===== config.mk =====
export PLATFORM = sky130hd
export DESIGN_NAME = gb_ppu_bg_fetcher_flat
export DESIGN_NICKNAME = d
export VERILOG_FILES = /design/src/rtl/gb_ppu_bg_fetcher_if.sv /design/src/rtl/gb_ppu_bg_fetcher.sv /design/src/flat_wrapper.sv
export SDC_FILE = /design/constraint.sdc
export NUM_CORES = 1
export LEC_CHECK = 0
export CORE_AREA = 3 3 107 83
export DETAILED_ROUTE_END_ITERATION = 6
export DIE_AREA = 0 0 110 86
export DONT_BUFFER_PORTS = 1
export PLACE_DENSITY = 0.51
export SLEW_MARGIN = 0
export SYNTH_ARGS = -nofsm -noshare
export SYNTH_HDL_FRONTEND = slang
export SYNTH_SLANG_ARGS = --single-unit

===== constraint.sdc =====
create_clock -name clk -period 3.5 [get_ports clk]
set_clock_uncertainty 0.2 [all_clocks]
set_input_delay 0.7 -clock clk [delete_from_list [all_inputs] [get_ports clk]]
set_output_delay 0.7 -clock clk [all_outputs]
set_load 0.02 [all_outputs]

===== src/rtl/gb_ppu_bg_fetcher_if.sv =====
// ---------------------------------------------------------------------------
// gb_ppu_bg_fetcher_if
// Bus bundle between the background fetcher and its neighbours.
//   vram_addr  : VRAM read address (0x0000 whenever vram_rd is low)
//   vram_rd    : fetcher owns the VRAM bus this cycle
//   vram_data  : VRAM read data, combinational from vram_addr
//   fifo_ready : BG FIFO can accept an 8-pixel row this cycle
//   push       : 8-pixel row valid and accepted this cycle
//   px         : 2bpp pixel row, leftmost pixel in px[15:14]
// master = fetcher side, slave = VRAM mux / BG FIFO side.
// ---------------------------------------------------------------------------
interface gb_ppu_bg_fetcher_if;
  logic [15:0] vram_addr;
  logic        vram_rd;
  logic [7:0]  vram_data;
  logic        fifo_ready;
  logic        push;
  logic [15:0] px;

  modport master (
    output vram_addr,
    output vram_rd,
    output push,
    output px,
    input  vram_data,
    input  fifo_ready
  );

  modport slave (
    input  vram_addr,
    input  vram_rd,
    input  push,
    input  px,
    output vram_data,
    output fifo_ready
  );
endinterface


===== src/rtl/gb_ppu_bg_fetcher.sv =====
// ---------------------------------------------------------------------------
// gb_ppu_bg_fetcher
// Background tile fetcher for PPU Mode 3. Each line it walks NUM_TILES
// columns of the selected tile map, reads tile number, low plane and high
// plane over VRAM, then hands the 8-pixel row to the BG FIFO.
// Ports:
//   clk, reset        : clock, synchronous active-high reset
//   i_start           : one-cycle pulse, begin a line (honoured only in IDLE)
//   i_ly/i_scx/i_scy  : scanline and scroll, sampled at start
//   i_map_sel         : 0 = map at 0x9800, 1 = map at 0x9C00
//   i_data_sel        : 1 = unsigned tiles at 0x8000, 0 = signed at 0x9000
//   bus (master)      : VRAM read port and BG FIFO push port
//   o_busy            : fetcher is not idle
//   o_done            : one-cycle pulse after the final push of the line
// ---------------------------------------------------------------------------
module gb_ppu_bg_fetcher #(
  parameter int NUM_TILES = 21
) (
  input  logic                       clk,
  input  logic                       reset,
  input  logic                       i_start,
  input  logic [7:0]                 i_ly,
  input  logic [7:0]                 i_scx,
  input  logic [7:0]                 i_scy,
  input  logic                       i_map_sel,
  input  logic                       i_data_sel,
  gb_ppu_bg_fetcher_if.master        bus,
  output logic                       o_busy,
  output logic                       o_done
);

  typedef enum logic [2:0] {
    S_IDLE     = 3'd0,
    S_TILE_NUM = 3'd1,
    S_DATA_LO  = 3'd2,
    S_DATA_HI  = 3'd3,
    S_PUSH     = 3'd4,
    S_DONE     = 3'd5
  } state_t;

  localparam logic [4:0] LP_LAST_X = 5'(NUM_TILES - 1);

  // Interleave the two bit planes: pixel i = {hi[7-i], lo[7-i]}.
  function automatic logic [15:0] f_pixels(input logic [7:0] hi, input logic [7:0] lo);
    logic [15:0] row;
    row = 16'h0000;
    for (int i = 0; i < 8; i++) begin
      row[15 - 2*i] = hi[7 - i];
      row[14 - 2*i] = lo[7 - i];
    end
    return row;
  endfunction

  // VRAM address presented while sitting in a given state.
  function automatic logic [15:0] f_addr(
    input state_t     st,
    input logic [7:0] y,
    input logic [4:0] scx_tile,
    input logic [4:0] fetch_x,
    input logic [7:0] tile_num,
    input logic       map_sel,
    input logic       data_sel
  );
    logic [4:0]  col;
    logic [15:0] map_base;
    logic [15:0] tile_base;
    logic [15:0] addr;
    // Column wraps inside the 32-wide map, so the index never leaves it.
    col       = scx_tile + fetch_x;
    map_base  = map_sel ? 16'h9C00 : 16'h9800;
    // Signed mode: sign-extended tile number times 16, wrapping in 16 bits,
    // lands in 0x8800..0x97F0 around the 0x9000 base.
    tile_base = data_sel ? (16'h8000 + {4'h0, tile_num, 4'h0})
                         : (16'h9000 + {{4{tile_num[7]}}, tile_num, 4'h0});
    case (st)
      S_TILE_NUM: addr = map_base + {6'd0, y[7:3], col};
      S_DATA_LO:  addr = tile_base + {12'd0, y[2:0], 1'b0};
      S_DATA_HI:  addr = tile_base + {12'd0, y[2:0], 1'b1};
      default:    addr = 16'h0000;
    endcase
    return addr;
  endfunction

  state_t      r_state;
  logic [7:0]  r_y;
  logic [4:0]  r_scx_tile;
  logic        r_map_sel;
  logic        r_data_sel;
  logic [4:0]  r_fetch_x;
  logic [7:0]  r_tile_num;
  logic [7:0]  r_lo;
  logic [7:0]  r_hi;
  logic [15:0] r_vram_addr;
  logic        r_vram_rd;
  logic [15:0] r_px;
  logic        r_busy;
  logic        r_done;

  state_t      w_state_nxt;
  logic [7:0]  w_y_nxt;
  logic [4:0]  w_scx_tile_nxt;
  logic        w_map_sel_nxt;
  logic        w_data_sel_nxt;
  logic [4:0]  w_fetch_x_nxt;
  logic [7:0]  w_tile_num_nxt;
  logic [7:0]  w_lo_nxt;
  logic [7:0]  w_hi_nxt;
  logic        w_unused_fine_x;

  // Fine X discard belongs to the FIFO; only the coarse column is used here.
  assign w_unused_fine_x = ^i_scx[2:0];

  // Next-state and next-datapath values for the line walk.
  always_comb begin
    w_state_nxt    = r_state;
    w_y_nxt        = r_y;
    w_scx_tile_nxt = r_scx_tile;
    w_map_sel_nxt  = r_map_sel;
    w_data_sel_nxt = r_data_sel;
    w_fetch_x_nxt  = r_fetch_x;
    w_tile_num_nxt = r_tile_num;
    w_lo_nxt       = r_lo;
    w_hi_nxt       = r_hi;
    case (r_state)
      S_IDLE: begin
        if (i_start) begin
          w_state_nxt    = S_TILE_NUM;
          w_y_nxt        = i_ly + i_scy;
          w_scx_tile_nxt = i_scx[7:3];
          w_map_sel_nxt  = i_map_sel;
          w_data_sel_nxt = i_data_sel;
          w_fetch_x_nxt  = 5'd0;
        end else begin
          w_state_nxt    = S_IDLE;
        end
      end
      S_TILE_NUM: begin
        w_tile_num_nxt = bus.vram_data;
        w_state_nxt    = S_DATA_LO;
      end
      S_DATA_LO: begin
        w_lo_nxt    = bus.vram_data;
        w_state_nxt = S_DATA_HI;
      end
      S_DATA_HI: begin
        w_hi_nxt    = bus.vram_data;
        w_state_nxt = S_PUSH;
      end
      S_PUSH: begin
        if (!bus.fifo_ready) begin
          w_state_nxt = S_PUSH;
        end else if (r_fetch_x == LP_LAST_X) begin
          w_state_nxt = S_DONE;
        end else begin
          w_fetch_x_nxt = r_fetch_x + 5'd1;
          w_state_nxt   = S_TILE_NUM;
        end
      end
      S_DONE: begin
        w_state_nxt = S_IDLE;
      end
      default: begin
        w_state_nxt = S_IDLE;
      end
    endcase
  end

  // State, line registers and registered outputs; outputs are computed from
  // the next state so they line up with the state they belong to.
  always_ff @(posedge clk) begin
    if (reset) begin
      r_state     <= S_IDLE;
      r_y         <= 8'h00;
      r_scx_tile  <= 5'd0;
      r_map_sel   <= 1'b0;
      r_data_sel  <= 1'b0;
      r_fetch_x   <= 5'd0;
      r_tile_num  <= 8'h00;
      r_lo        <= 8'h00;
      r_hi        <= 8'h00;
      r_vram_addr <= 16'h0000;
      r_vram_rd   <= 1'b0;
      r_px        <= 16'h0000;
      r_busy      <= 1'b0;
      r_done      <= 1'b0;
    end else begin
      r_state     <= w_state_nxt;
      r_y         <= w_y_nxt;
      r_scx_tile  <= w_scx_tile_nxt;
      r_map_sel   <= w_map_sel_nxt;
      r_data_sel  <= w_data_sel_nxt;
      r_fetch_x   <= w_fetch_x_nxt;
      r_tile_num  <= w_tile_num_nxt;
      r_lo        <= w_lo_nxt;
      r_hi        <= w_hi_nxt;
      r_vram_addr <= f_addr(w_state_nxt, w_y_nxt, w_scx_tile_nxt, w_fetch_x_nxt,
                            w_tile_num_nxt, w_map_sel_nxt, w_data_sel_nxt);
      r_vram_rd   <= (w_state_nxt == S_TILE_NUM) || (w_state_nxt == S_DATA_LO) ||
                     (w_state_nxt == S_DATA_HI);
      r_px        <= f_pixels(w_hi_nxt, w_lo_nxt);
      r_busy      <= (w_state_nxt != S_IDLE);
      r_done      <= (w_state_nxt == S_DONE);
    end
  end

  assign bus.vram_addr = r_vram_addr;
  assign bus.vram_rd   = r_vram_rd;
  assign bus.px        = r_px;
  // The FIFO accepts in the same cycle it signals ready.
  assign bus.push      = (r_state == S_PUSH) && bus.fifo_ready;
  assign o_busy        = r_busy;
  assign o_done        = r_done;

endmodule


===== src/flat_wrapper.sv =====
// flat-port wrapper written by rule: the top's interface ports become plain ports
module gb_ppu_bg_fetcher_flat 
#(
  parameter int NUM_TILES = 21
)
  (clk, reset, i_start, i_ly, i_scx, i_scy, i_map_sel, i_data_sel, o_busy, o_done, bus_vram_addr, bus_vram_rd, bus_push, bus_px, bus_vram_data, bus_fifo_ready);
  gb_ppu_bg_fetcher_if bus_i ();
  input  logic clk;
  input  logic reset;
  input  logic i_start;
  input  logic [7:0] i_ly;
  input  logic [7:0] i_scx;
  input  logic [7:0] i_scy;
  input  logic i_map_sel;
  input  logic i_data_sel;
  output logic o_busy;
  output logic o_done;
  output wire logic [$bits(bus_i.vram_addr)-1:0] bus_vram_addr;
  output wire logic [$bits(bus_i.vram_rd)-1:0] bus_vram_rd;
  output wire logic [$bits(bus_i.push)-1:0] bus_push;
  output wire logic [$bits(bus_i.px)-1:0] bus_px;
  input wire logic [$bits(bus_i.vram_data)-1:0] bus_vram_data;
  input wire logic [$bits(bus_i.fifo_ready)-1:0] bus_fifo_ready;
  assign bus_vram_addr = bus_i.vram_addr;
  assign bus_vram_rd = bus_i.vram_rd;
  assign bus_push = bus_i.push;
  assign bus_px = bus_i.px;
  assign bus_i.vram_data = bus_vram_data;
  assign bus_i.fifo_ready = bus_fifo_ready;
  gb_ppu_bg_fetcher #(.NUM_TILES(NUM_TILES)) u_core (.clk(clk), .reset(reset), .i_start(i_start), .i_ly(i_ly), .i_scx(i_scx), .i_scy(i_scy), .i_map_sel(i_map_sel), .i_data_sel(i_data_sel), .bus(bus_i), .o_busy(o_busy), .o_done(o_done));
endmodule

; ---- After elaboration in Yosys (flattened, before gate mapping)
; Index checks and enable logic that the tools add are counted.
[totals]
wordCells = 58
input_bits = 38
ff_bits = 82
output_inout_bits = 36
[op_classes]
n_reduce_logical = 5
addsub = 8
eq_ne = 9
mux = 22
[op_table]
columns = operator, count
row1 = $pmux W16 S3, 1
row2 = $mux W8, 5
row3 = $add A16 B4 Y16, 2
row4 = $mux W5, 5
row5 = $add A16 B10 Y16, 1
row6 = $add A16 B12 Y16 const A, 1
row7 = $add A16 B16 Y16 const A, 1
row8 = $mux W16, 1
row9 = $pmux W3 S5, 1
row10 = $eq A3 B2 Y1 const B, 4
row11 = $mux W11, 1
row12 = $pmux W5 S2, 1
row13 = $add A8 B8 Y8, 1
row14 = $eq A3 B1 Y1 const B, 2
row15 = $eq A3 B3 Y1 const B, 2
row16 = $mux W3, 2
row17 = $add A5 B1 Y5 const B, 1
row18 = $add A5 B5 Y5, 1
row19 = $eq A5 B5 Y1 const B, 1
row20 = $mux W1, 5
row21 = $logic_not A3 Y1, 1
row22 = $reduce_bool A3 Y1, 1
row23 = $logic_or A1 B1 Y1, 2
row24 = $logic_and A1 B1 Y1, 1

; ---- Longest topological paths before layout
; Gate-level depths: netlist of the first run.
[depth]
depth_word = 7
ltp_mapped = 14
ltp_nobuf = 14

; ---- Worst setup path after synthesis of the first run
; OpenSTA, ideal clock, no wires.
[synth_path]
kind = input port to flip-flop
start = input port bus_fifo_ready
end = register u_core.r_vram_addr[4] (netlist: u_core.bus.vram_addr[4])
cell_stages = 13
t_arrival_ns = 3.212
n_path_buf = 1
t_required_ns = 3.222
setup_slack_ns = 0.010
setup_time_ns = 0.078
path_cell_list = clkbuf_1 -> inv_1 -> nor3_1 -> nor2_1 -> a21oi_1 -> ha_1 -> inv_1 -> fa_1 -> nor2b_1 -> o21ai_1 -> nor3b_1 -> or4_1 -> a41oi_2
[synth_via]
elab_chain_cells = 5
elab_cells_between_ends = 10
classes_between = add/sub (2) / eq/ne (3) / mux (5)
[synth_lines]
columns = item, line
row1 = "start, declared", flat_wrapper.sv:23  ; input wire logic [$bits(bus_i.fifo_ready)-1:0] bus_fifo_ready;
row2 = $mux W5, gb_ppu_bg_fetcher.sv:150  ; if (!bus.fifo_ready) begin
row3 = $pmux W5 S2, gb_ppu_bg_fetcher.sv:124  ; case (r_state)
row4 = net u_core.w_fetch_x_nxt[0], gb_ppu_bg_fetcher.sv:104  ; logic [4:0] w_fetch_x_nxt;
row5 = $add A5 B5 Y5, gb_ppu_bg_fetcher.sv:69  ; col = scx_tile + fetch_x;
row6 = $add A16 B10 Y16, gb_ppu_bg_fetcher.sv:76  ; S_TILE_NUM: addr = map_base + {6'd0, y[7:3], col};
row7 = $pmux W16 S3, gb_ppu_bg_fetcher.sv:75  ; case (st)
row8 = "end signal, assigned", gb_ppu_bg_fetcher.sv:196  ; r_vram_addr <= f_addr(w_state_nxt, w_y_nxt, w_scx_tile_nxt, w_fetch_x_nxt,
row9 = "end, declared", gb_ppu_bg_fetcher.sv:93  ; logic [15:0] r_vram_addr;
; The timed path passes the listed nets, and every way through them passes these cells.
; A chain may end at the register's enable or synchronous reset.

; ---- Final worst setup path of the first run
[layout_path]
start = register u_core.r_state[0]
end = register u_core.r_vram_addr[4] (netlist: u_core.bus.vram_addr[4])
[layout_via]
elab_cells_between_ends = 22
classes_between = add/sub (6) / eq/ne (7) / mux (8) / reduce/logical (1)
[layout_lines]
columns = item, line
row1 = "start, declared", gb_ppu_bg_fetcher.sv:84  ; state_t r_state;
row2 = "start signal, assigned", gb_ppu_bg_fetcher.sv:187  ; r_state <= w_state_nxt;
row3 = $eq A3 B3 Y1 / $logic_not A3 Y1 (equally long branches), gb_ppu_bg_fetcher.sv:124
row4 = $pmux W5 S2 (*), gb_ppu_bg_fetcher.sv:124
row5 = net u_core.w_fetch_x_nxt[0], gb_ppu_bg_fetcher.sv:104
row6 = $add A5 B5 Y5 (*), gb_ppu_bg_fetcher.sv:69
row7 = $add A16 B10 Y16 (*), gb_ppu_bg_fetcher.sv:76
row8 = $pmux W16 S3 (*), gb_ppu_bg_fetcher.sv:75
; The timed path passes the listed nets; every way through them passes the cells marked *.

==> summary.txt, run 1 <==
Run status
  • Status: complete, no violations

Route
  • DRT iter0 DRCs: 109
  • Routed WL per cell: 15.9 um
  • Metal3 WL: 515 um
  • Final WL: 7580 um
  • WL met1: 3600 um
  • Via count: 2488
  • Avg Vias per Cell: 5.23
  • TritonRoute pass-1 iters: 4
  • DRC Markers: 0
  • Top Metal Used: met4
  • Met2 wire length: 3320 um
  • Post-route ant nets: 0

Pwr
  • Combinational group share of total power: 15.8%
  • Sw Pwr: 0.000521 W
  • Power Dens Cells: 531 mW/mm^2
  • Sw frac: 29.5%
  • Cell leakage power: 1.29 nW
  • Sequential Power Share: 47.8%
  • Clock share of power: 36.4%
  • Peak VDD IR: 210 uV
  • Internal: 0.00125 W

Worst setup path
  • FF-to-FF End: u_core.bus.vram_addr[4]
  • CP Launch Point: u_core.r_state[0]
  • Critical Path Fanout Max: 7
  • CP Class: register to register
  • FF-to-FF Start: u_core.r_state[0]
  • Worst setup SP type: register
  • CP arrival: 3.43 ns
  • Critical path endpoint category: register
  • R2R Setup Slk: 0.15 ns
  • Worst r2r path cells: 12
  • WP data required: 3.57 ns

STA
  • Worst-Margin Slew: 0.906 ns
  • Min cycle time layout: 3.35 ns
  • Setup TNS: 0 ns
  • Tcrit/Tclk final: 95.8%
  • Maximum achievable frequency: 298 MHz
  • Worst setup margin: 0.145 ns
  • Slew HR: 39.4%
  • Hold Violations, Final: 0
  • Setup Viol. Count Final: 0
  • Slew Limit Fails: 0

Synthesis
  • Post-synth top cells: nand2_1 (78), dfxtp_1 (64), a21oi_1 (48)
  • Yosys warns: 0
  • Seq cells post-synth: 64
  • Most frequent cell after synthesis: nand2_1
  • Top area cells in the synthesized netlist: dfxtp_1 (43%), nand2_1 (9.8%), a21oi_1 (8.1%), ha_1 (5.5%), nor2_1 (2.9%)
  • Post-Syn Area: 0.00298 mm^2
  • Asr flop ratio synth: 0%
  • Synth Instances: 363
  • Syn avg cell area: 8.20 um^2
  • Top cell type's share of synthesized area: 43.0%
  • Sequential share of the synthesized area: 43.0%
  • EDFF count, synth: 0
  • Yosys cell types: 56
  • Synth area leader: dfxtp_1
  • Ys flop type: dfxtp_1

Place
  • Post-Place Cells: 461
  • Final Wtd Congestion: 0.915
  • Pre-CTS WS: 0.0443 ns
  • Number of port buffers: 0
  • Detailed Place HPWL: 5420 um
  • Placement Cell Area: 0.00312 mm^2

Clock tree
  • TritonCTS Buffers: 9
  • Clk Latency, worst-skew pair: 0.35 ns
  • Hold buffer count at cts: 0
  • H-tree depth: 3
  • Clock sink count: 64
  • CTS tree: built
  • CTS Buffer Depth: 2
  • Root Buffer: clkbuf_8
  • CTS clock-pin slew for the worst setup and hold paths: 0.07 ns

GRT
  • Global-route usage over all layers: 17.0%
  • Pin count of the biggest net entering global routing: 44
  • Remaining Overflow, GRT: 0
  • Vias in the first global route: 2472
  • Initial antenna violation count: 0
  • Global-route wire length before repair: 12300 um

Cells and area
  • Ratio of cells with drive above 1 in the final layout: 10.2%
  • Net count, final: 421
  • Design area: 0.00333 mm^2
  • Fillers: 807
  • Antenna Cells: 0
  • Non-Filler Instances: 476
  • Final Util: 42.3%
  • Syn-to-layout area delta: 12.0%

Worst hold path
  • Min-Delay Path Depth: 1
  • Hold Path Origin: reset
  • Hold EP: u_core.bus.px[12]
  • Type of the worst min-delay path: input pin to register

Floorplanning
  • Initial Utilization: 37.8%
  • Die Width: 110 um
  • Die area: 0.00946 mm^2
  • Ports: 74
  • Die Span Y: 86 um
  • Std-Cell Rows: 28
  • Core footprint: 0.00788 mm^2

Run
  • Max-cap violation count: 0
-- metrics by stage --
stage	power [W]	hold WS, ns
3_3_place_gp	0.00114	0.235
5_1_grt	0.00186	0.193
6_report	0.00177	0.211
3_5_place_dp	0.00114	0.241
2_1_floorplan	0.00107	0.232
4_1_cts	0.00178	0.202
-- layout by cell type, fill, tap and decap left out, types with 4 or more instances in the layout --
cell type / count
a21oi_1: 48
xnor2_1: 6
nor2_1: 23
o21ai_0: 9
inv_1: 11
nand2b_1: 4
nand2_1: 78
a22oi_1: 5
nand3_1: 10
clkbuf_8: 11
buf_4: 14
ha_1: 13
and2_1: 6
dfxtp_1: 63
-- worst max-delay path, stage by stage, from the launching register on --
cell     delay [ns]
dfxtp_1        0.39
or3b_4         0.43
nor3_2         0.26
nor2_1         0.07
a21oi_1        0.16
ha_1           0.19
inv_1          0.05
fa_1           0.41
nor2b_1        0.15
o21ai_1        0.09
nor3b_1        0.16
or4_1          0.55
a41oi_2        0.17
-- layer usage --
metal / up-vias / track usage (%)
met2: 74 / 24.7
met1: 1144 / 22.9
met4: 0 / 7.93
met3: 14 / 5.27
li1: 1256 / -
met5: - / 0
-- logic make-up (layout without fill, tap and decap cells) --
group,count (synthesis),in the layout,synth area share (%)
AND/OR/NAND/NOR,147,147,23.0
flip-flops,64,64,43.0
buffers and inverters,34,41,4.79
multiplexers,4,4,1.39
other,1,2,0.126
AO/OA/AOI/OAI,91,91,18.8
adder cells (fa/ha/maj),15,15,6.81
XOR/XNOR,7,7,2.06
-- timing repair --
item | 4_1_cts | 5_1_grt
resized for setup | 0 | 3
endpoints found under the setup margin | 0 | 1
setup buffers | 0 | 1
-- how the worst max path moves through the flow --
stage	endpoint	cells past startpoint	slack, ns
floorplan	u_core.bus.vram_addr[4]	13	0.01
global placement	u_core.bus.vram_addr[4]	14	0.19
detailed placement	u_core.bus.vram_addr[4]	14	0.04
CTS	u_core.bus.vram_addr[4]	14	0.03
global route	u_core.bus.vram_addr[4]	12	-0.06
finish	u_core.bus.vram_addr[4]	12	0.15
-- sequential cells by signal, indices dropped and copies added, names as in the netlist --
register and cells:
u_core.r_state 3, u_core.bus.vram_rd 1, u_core.r_data_sel 1, u_core.bus.vram_addr 14, u_core.r_tile_num 8, u_core.r_fetch_x 5, u_core.r_scx_tile 5, u_core.bus.px 16
u_core.o_done 1, u_core.r_y 8, u_core.o_busy 1, u_core.r_map_sel 1
-- cell type report --
cell class                      instances  area (um^2)  area share (%)
Clock inverter                          3         42.5            1.28
Sequential cell                        64         1280            38.5
Clock buffer                           11          151            4.54
Multi-Input combinational cell        266         1570            47.2
Tap cell                              105          131            3.94
Inverter                               13         48.8            1.46
Timing Repair Buffer                   14          105            3.15
-- power groups by stage --
stage | Clock, W | Combinational [W] | Sequential [W]
4_1_cts | 0.000657 | 0.000280 | 0.000846
6_report | 0.000645 | 0.000280 | 0.000845
2_1_floorplan | 0 | 0.000215 | 0.000853
3_5_place_dp | 0 | 0.000278 | 0.000862
5_1_grt | 0.000691 | 0.000319 | 0.000852
3_3_place_gp | 0 | 0.000276 | 0.000862
(Power assumes the default switching activity.)
==> run 2, diff against run 1 <==
- CORE_AREA: 3 3 107 83 -> 3 3 89 70
- DIE_AREA: 0 0 110 86 -> 0 0 92 73
- PLACE_DENSITY: 0.51 -> 0.7
- SKIP_CTS_REPAIR_TIMING: not set -> 1
==> run 2 against run 1 <==
Compared with the run above: critical path depth increased by 2; largest power group unchanged; utilization increased by 20 points; setup slack better by 0.053 ns; sequential share of layout area about the same; non-clock buffer count down 4.
==> summary.txt, run 2 (synthesis results as in run 1) <==
STA
  • Worst setup margin: 0.198 ns
  • Setup TNS: 0 ns
  • Slew Limit Fails: 0
  • Hold Violations, Final: 0
  • Slew HR: 43.5%
  • Maximum achievable frequency: 303 MHz
  • Min cycle time layout: 3.30 ns
  • Worst-Margin Slew: 0.847 ns
  • Tcrit/Tclk final: 94.3%
  • Setup Viol. Count Final: 0

Pwr
  • Clock share of power: 41.6%
  • Internal: 0.00138 W
  • Sw frac: 27.8%
  • Pwr Total: 0.00192 W
  • Peak VDD IR: 258 uV
  • Cell leakage power: 1.30 nW
  • Sw Pwr: 0.000533 W
  • Power Dens Cells: 575 mW/mm^2
  • Sequential Power Share: 44.1%
  • Combinational group share of total power: 14.3%

Floorplanning
  • Ports: 74
  • Initial Utilization: 55.6%
  • Die Width: 92 um
  • Die Span Y: 73 um
  • Core footprint: 0.00535 mm^2
  • Std-Cell Rows: 23
  • Die area: 0.00672 mm^2

Cells and area
  • Fillers: 478
  • Commonest cells after routing, fill and taps aside: nand2_1 (78), dfxtp_1 (62), a21oi_1 (48), nor2_1 (23), ha_1 (13)
  • Net count, final: 417
  • Ratio of cells with drive above 1 in the final layout: 9.76%
  • Final Util: 62.3%
  • Most common cell after layout, fill and taps aside: nand2_1
  • Antenna Cells: 0
  • Largest register FFs: 16
  • Syn-to-layout area delta: 12.0%

Route
  • Met2 wire length: 3120 um
  • Via count: 2530
  • Post-route ant nets: 0
  • Avg Vias per Cell: 5.70
  • Routed WL per cell: 15.8 um
  • Metal3 WL: 501 um
  • Final WL: 7020 um
  • Top Metal Used: met4
  • DRT iter0 DRCs: 123
  • WL met1: 3310 um
  • TritonRoute pass-1 iters: 5
  • DRC Markers: 0

Clock tree
  • H-tree depth: 3
  • Clk Latency, worst-skew pair: 0.34 ns
  • CTS tree: built
  • CTS clock-pin slew for the worst setup and hold paths: 0.07 ns
  • Root Buffer: clkbuf_8
  • Clock sink count: 64
  • TritonCTS Buffers: 9
  • CTS Buffer Depth: 2

Run
  • Max-cap violation count: 0

Worst hold path
  • Type of the worst min-delay path: input pin to register
  • Hold EP: u_core.r_fetch_x[1]
  • Min-Delay Path Depth: 1
  • Hold Path Origin: reset

Worst setup path
  • R2R Setup Slk: 0.20 ns
  • CP arrival: 3.38 ns
  • FF-to-FF End: u_core.bus.vram_addr[4]
  • CP Class: register to register
  • Critical Path Fanout Max: 5
  • CP Launch Point: u_core.r_fetch_x[0]
  • FF-to-FF Start: u_core.r_fetch_x[0]
  • Worst r2r path cells: 14
  • Critical path endpoint category: register
  • Worst setup SP type: register
  • WP data required: 3.58 ns

GRT
  • Global-route usage over all layers: 21.6%
  • Vias in the first global route: 2293
  • Global-route wire length before repair: 11200 um
  • Initial antenna violation count: 0
  • Pin count of the biggest net entering global routing: 44
  • Remaining Overflow, GRT: 0

Place
  • Detailed Place HPWL: 4960 um
  • Pre-CTS WS: 0.0845 ns
  • Final Wtd Congestion: 0.831
  • Number of port buffers: 0

Run status
  • Status: complete, no violations
## run 2: cell types whose count changed in the layout (fill, tap and decap cells not counted), sizes merged
cell | before | now
clkinv | 1 | 3
bufinv | 1 | 3
buf | 14 | 10
clkbuf | 11 | 10
clkinvlp | 1 | 0
## run 2: routing by layer
metal	track usage, %	vias to the layer above
met3	6.60	9
li1	-	1251
met2	32.1	85
met1	29.4	1185
met5	0	-
met4	8.57	0
## run 2: critical path, cell delays in order, from the launching register on
cell,delay (ns)
dfxtp_2,0.38
inv_1,0.05
ha_1,0.20
and4b_1,0.29
nor3_2,0.18
nor2_1,0.06
a21oi_1,0.15
ha_1,0.19
inv_1,0.06
fa_1,0.41
nor2b_1,0.14
o21ai_1,0.08
nor3b_1,0.15
or4_1,0.52
a41oi_2,0.16
## run 2: worst max-delay path by stage
stage	end	slack (ns)	cells after the start
CTS	u_core.bus.vram_addr[4]	0.05	14
detailed placement	u_core.bus.vram_addr[4]	0.08	14
finish	u_core.bus.vram_addr[4]	0.20	14
floorplan	u_core.bus.vram_addr[4]	0.01	13
global route	u_core.bus.vram_addr[4]	-0.01	14
global placement	u_core.bus.vram_addr[4]	0.17	14
## run 2: power by group through the flow
| stage | clock network (W) | registers, W | logic [W] |
|---|---|---|---|
| final | 0.000797 | 0.000845 | 0.000273 |
| after global routing | 0.000842 | 0.000851 | 0.000309 |
| after CTS | 0.000813 | 0.000845 | 0.000269 |
| after detailed placement | 0 | 0.000862 | 0.000267 |
| after global placement | 0 | 0.000861 | 0.000263 |
| after floorplan | 0 | 0.000853 | 0.000215 |
## run 2: cell type report
class / count / area [um^2] / area share (%)
sequential: 64 / 1280 / 38.5
clock inverter: 6 / 116 / 3.49
multi-input combinational: 266 / 1580 / 47.4
tap: 75 / 93.8 / 2.81
clock buffer: 10 / 138 / 4.13
timing repair buffer: 10 / 75.1 / 2.25
inverter: 13 / 48.8 / 1.46
## run 2: per-stage QoR
step / instances / hold slack [ns] / cell area (um^2)
floorplan: 364 / 0.232 / 2980
global placement: 427 / 0.234 / 3060
detailed placement: 427 / 0.238 / 3060
CTS: 443 / 0.196 / 3310
global route: 444 / 0.193 / 3330
finish: 444 / 0.212 / 3330
